[config.mk]
export PLATFORM = sky130hd
export DESIGN_NAME = reg_bank_sequencer
export DESIGN_NICKNAME = d
export VERILOG_FILES = /design/src/rtl/reg_bank_sequencer.sv
export SDC_FILE = /design/constraint.sdc
export NUM_CORES = 1
export LEC_CHECK = 0
export CORE_ASPECT_RATIO = 0.75
export CORE_UTILIZATION = 45
export CTS_CLUSTER_DIAMETER = 50
export DETAILED_ROUTE_END_ITERATION = 16
export GPL_TIMING_DRIVEN = 0
export SLEW_MARGIN = 20
export SYNTH_ARGS = -nofsm -noshare
export SYNTH_HDL_FRONTEND = slang
export SYNTH_SLANG_ARGS = --single-unit
[constraint.sdc]
create_clock -name clk -period 6.9 [get_ports clk]
set_input_delay 2.07 -clock clk [delete_from_list [all_inputs] [get_ports clk]]
set_output_delay 2.07 -clock clk [all_outputs]
set_load 0.03 [all_outputs]
[src/rtl/reg_bank_sequencer.sv]
// Programmable micro-sequencer: steps a {A, B, Z, cmd} table and drives register-bank / ALU control.
// Optional single-step mode under REG_BANK_SEQ_SINGLE_STEP_EN (adds step input and PAUSE state).
module reg_bank_sequencer #(
  parameter int unsigned AW    = 3,
  parameter int unsigned CMD_W = 4,
  parameter int unsigned DEPTH = 8,
  parameter int unsigned PC_W  = $clog2(DEPTH)
) (
  input  logic                    clk,
  input  logic                    rst,
  input  logic                    start,
  input  logic [PC_W-1:0]         last_idx,
  input  logic                    hold,
`ifdef REG_BANK_SEQ_SINGLE_STEP_EN
  input  logic                    step,
`endif
  input  logic                    prog_we,
  input  logic [PC_W-1:0]         prog_addr,
  input  logic [3*AW+CMD_W-1:0]   prog_data,
  output logic [AW-1:0]           rd_addr_a,
  output logic [AW-1:0]           rd_addr_b,
  output logic [AW-1:0]           wr_addr,
  output logic [CMD_W-1:0]        alu_cmd,
  output logic                    wr_en,
  output logic                    busy,
  output logic                    done,
  output logic [PC_W-1:0]         pc
);

  localparam int unsigned ENTRY_W  = 3*AW + CMD_W;
  localparam int unsigned LAST_MAX = DEPTH - 1;

`ifdef REG_BANK_SEQ_SINGLE_STEP_EN
  typedef enum logic [2:0] {IDLE, FETCH, EXEC, WB, DONE, PAUSE} state_t;
`else
  typedef enum logic [2:0] {IDLE, FETCH, EXEC, WB, DONE} state_t;
`endif

  state_t               state_q, state_d;
  logic [PC_W-1:0]      pc_q, pc_d;
  logic [PC_W-1:0]      last_q, last_d;
  logic [ENTRY_W-1:0]   ir_q, ir_d;
  logic [ENTRY_W-1:0]   prog_mem_q [DEPTH];
  logic                 mem_we_d;

  always_ff @(posedge clk or posedge rst) begin
    if (rst) state_q <= IDLE;
    else     state_q <= state_d;
  end

  always_comb begin
    state_d = state_q;
    if (!hold) begin
      case (state_q)
        IDLE:  if (start) state_d = FETCH;
        FETCH: state_d = EXEC;
        EXEC:  state_d = WB;
`ifdef REG_BANK_SEQ_SINGLE_STEP_EN
        WB:    state_d = (pc_q == last_q) ? DONE : PAUSE;
        PAUSE: if (step) state_d = FETCH;
`else
        WB:    state_d = (pc_q == last_q) ? DONE : FETCH;
`endif
        DONE:  state_d = IDLE;
        default: state_d = IDLE;
      endcase
    end
  end

  always_comb begin
    wr_en = 1'b0;
    busy  = 1'b1;
    done  = 1'b0;
    case (state_q)
      IDLE:    busy  = 1'b0;
      WB:      wr_en = 1'b1;
      DONE:    done  = 1'b1;
      default: ;
    endcase
  end

  // Table writes are accepted only while idle; the write lands before a same-cycle start fetches.
  always_comb begin
    pc_d     = pc_q;
    last_d   = last_q;
    ir_d     = ir_q;
    mem_we_d = prog_we && (state_q == IDLE) && (32'(prog_addr) < DEPTH);
    if (!hold) begin
      case (state_q)
        IDLE: if (start) begin
          pc_d   = '0;
          last_d = (32'(last_idx) > LAST_MAX) ? PC_W'(LAST_MAX) : last_idx;
        end
        FETCH: ir_d = prog_mem_q[pc_q];
        WB:    if (pc_q != last_q) pc_d = pc_q + PC_W'(1);
        default: ;
      endcase
    end
  end

  always_ff @(posedge clk or posedge rst) begin
    if (rst) begin
      pc_q   <= '0;
      last_q <= '0;
      ir_q   <= '0;
      for (int unsigned i = 0; i < DEPTH; i++) prog_mem_q[i] <= '0;
    end else begin
      pc_q   <= pc_d;
      last_q <= last_d;
      ir_q   <= ir_d;
      if (mem_we_d) prog_mem_q[prog_addr] <= prog_data;
    end
  end

  assign {rd_addr_a, rd_addr_b, wr_addr, alu_cmd} = ir_q;
  assign pc = pc_q;

endmodule

==> impl_metrics.toml <==
[outcome]
status = "finished, final reports clean"

[clock_network]
cts_tree = "yes"
clk_pin_slew_worst_paths_ns = 0.06
htreeDepth = 4
cts_made_buffers = 17
clock_path_buffers = 2
clockRootBuffer = "clkbuf_16"
postCtsSetupBuffers = 0
cts_hold_buf = 0
cts_resized = 0
clk_latency_ns = 0.41
cts_sinks = 126

[synth]
ys.flop_type = "dfrtp_1"
synth_top_cell_by_area = "dfrtp_1"
synthesis.nets = 449
synth-seq-area-share_pct = 53.45
synth.top_cells.by_count = "dfrtp_1, mux2_2, mux2i_1"
yosysMostFrequentCell = "dfrtp_1"
synth_cells = 424
synthTopCellsByArea = "dfrtp_1, mux2_2, mux2i_1, mux2_4, a22oi_1"
ys_async_sr_fraction_pct = 100.0
synth_edf_count = 0
yosys_warnings = 0
ys_seq_elements = 126
syn_avg_cell_area_um2 = 13.91
netlist_area_um2 = 5899
yosysTopAreaCellShare_pct = 53.45
ys_types = 36

[global_routing]
grt.overflow.total = 0
grt_pass1_wl_um = 22300
grt_antenna_before_repair = 0
grt_max_degree = 82
groute.usage.overall_pct = 22.69
grt_pass1_vias = 3810

[finish]
register_area_um2 = 3153
drive_gt1_share_pct = 32.80
nNetsFinal = 511
multi_input_area_um2 = 2589
diodes = 0
synthToLayoutAreaGrowth_pct = 21.12
num-fill-cells = 1032

[pwr]
total_power_mw = 3.378
peakVddDrop_mv = 0.2078
p_leak_nw = 3.293
power.density_nw_per_um2 = 472.7

[placed_design]
io_buffer_count = 42
pre_cts_slack_ns = 2.678
routabilityCongestion = 0.8168
hpwl_um = 8767

[critical_path]
reg2reg_depth = 6
timing.rr.start = "pc[2]$_DFFE_PP0P_"
ff2ff_setup_slack_ns = 4.73
required_ns = 4.83
end_kind = "output pin"
rr_endpoint = "ir_q[8]$_DFFE_PP0P_"
path_max_fanout = 8
start_kind = "register"
crit_type = "register to output pin"
arrival_ns = 1.94

[sta]
fin_tns_setup_ns = 0
slew-limit-headroom_pct = 46.33
fin_skew_ns = 0.009905
hold_slack_ns = 0.4870
drv_slew = 0
final.min_clock_period_ns = 4.012
hold_viol = 0
setup_violations = 0
post-route-period-util_pct = 58.14
rsz0062_at_grt = "no"
max_freq_ghz = 0.2493
tightestPinTransition_ns = 0.8051
finalWorstSetupSlack_ns = 2.888

[min_path]
hold_end = "ir_q[6]$_DFFE_PP0P_"
whs_path_depth = 2
hp-class = "register to register"
hp-start = "ir_q[6]$_DFFE_PP0P_"

[die]
fp.dieW_um = 134.2
core_area_um2 = 12520
die_y_um = 101.2
pin_count = 43
rows = 35
start_util_pct = 47.10
die_area_um2 = 13580

[detailed_routing]
drtIter0Drc = 146
drt_pass1_iterations = 6
vias = 3600
wl_per_cell_um = 21.01
drcViolationCount = 0
ant_nets = 0
vias_per_cell = 5.430
routed_wl_um = 13930

[flow_run]
maxCapViolCount = 0
## per-stage QoR
step / cell area (um^2) / util [%] / instances
finish: 7146 / 57.05 / 663
global route: 7146 / 57.05 / 663
CTS: 7146 / 57.05 / 663
detailed placement: 6563 / 52.40 / 633
global placement: 6528 / 52.12 / 632
floorplan: 5899 / - / 424
## state kept, by name (all words and copies together) (netlist names)
register,flops
ir_q,13
prog_mem_q,104
last_q,3
pc,3
state_q,3
## worst max path at each step
stage                                       from                    endpoint
after global routing      state_q[1]$_DFFE_PP0P_                        busy
after detailed placement                    hold        ir_q[12]$_DFFE_PP0P_
final                     state_q[0]$_DFFE_PP0P_                        busy
after global placement                       rst  prog_mem_q[21]$_DFFE_PP0P_
after floorplan                              rst         ir_q[0]$_DFFE_PP0P_
after CTS                 state_q[0]$_DFFE_PP0P_                        busy
## layout by cell type, fill, tap and decap left out, drive strengths merged, types with 6 or more instances in the layout
master           n
clkdlybuf4s50   42
clkbuf          30
mux2i           53
a22oi           26
nand2           32
o21ai           17
nor2             6
buf             16
dfrtp          126
mux2           107
## logic make-up after synthesis
| family | Yosys count | synth area share, % |
|---|---|---|
| multiplexers | 160 | 31.33 |
| flip-flops | 126 | 53.45 |
| AND/OR/NAND/NOR | 60 | 6.405 |
| AO/OA/AOI/OAI | 49 | 5.493 |
| buffers and inverters | 25 | 2.672 |
| XOR/XNOR | 3 | 0.4455 |
| adder cells (fa/ha/maj) | 1 | 0.2121 |
## area by class of cell
class                   count  share of cell area (%)
clock inverters             7                   1.191
well taps                 166                   2.907
clock buffers              23                   6.969
multi-input cells         273                   36.23
plain buffers              22                   2.049
flip-flops and latches    126                   44.13
repair buffers             43                   6.269
inverters                   3                  0.2627
## where the power goes
| group | internal [mW] | total (mW) | switching [mW] |
|---|---|---|---|
| logic | 0.624 | 1.21 | 0.583 |
| registers | 1.09 | 1.29 | 0.194 |
| clock network | 0.572 | 0.886 | 0.314 |
| total | 2.29 | 3.38 | 1.09 |
## routing by layer
layer  global-route usage [%]  wire length (um)  up-vias
met5                        0                 0        -
met4                    6.742               116        0
met3                    5.155               491       10
met2                    34.44              6258       64
met1                    32.66              7063     1865
li1                         -                 -     1661
## worst max-delay path, cell delays in order, from the launching register on
cell,delay (ns)
dfrtp_1,0.37
buf_6,0.14
nor3_4,0.35
inv_1,0.07
clkdlybuf4s50_1,0.60
Note: power is estimated with default switching activity, not from simulation.
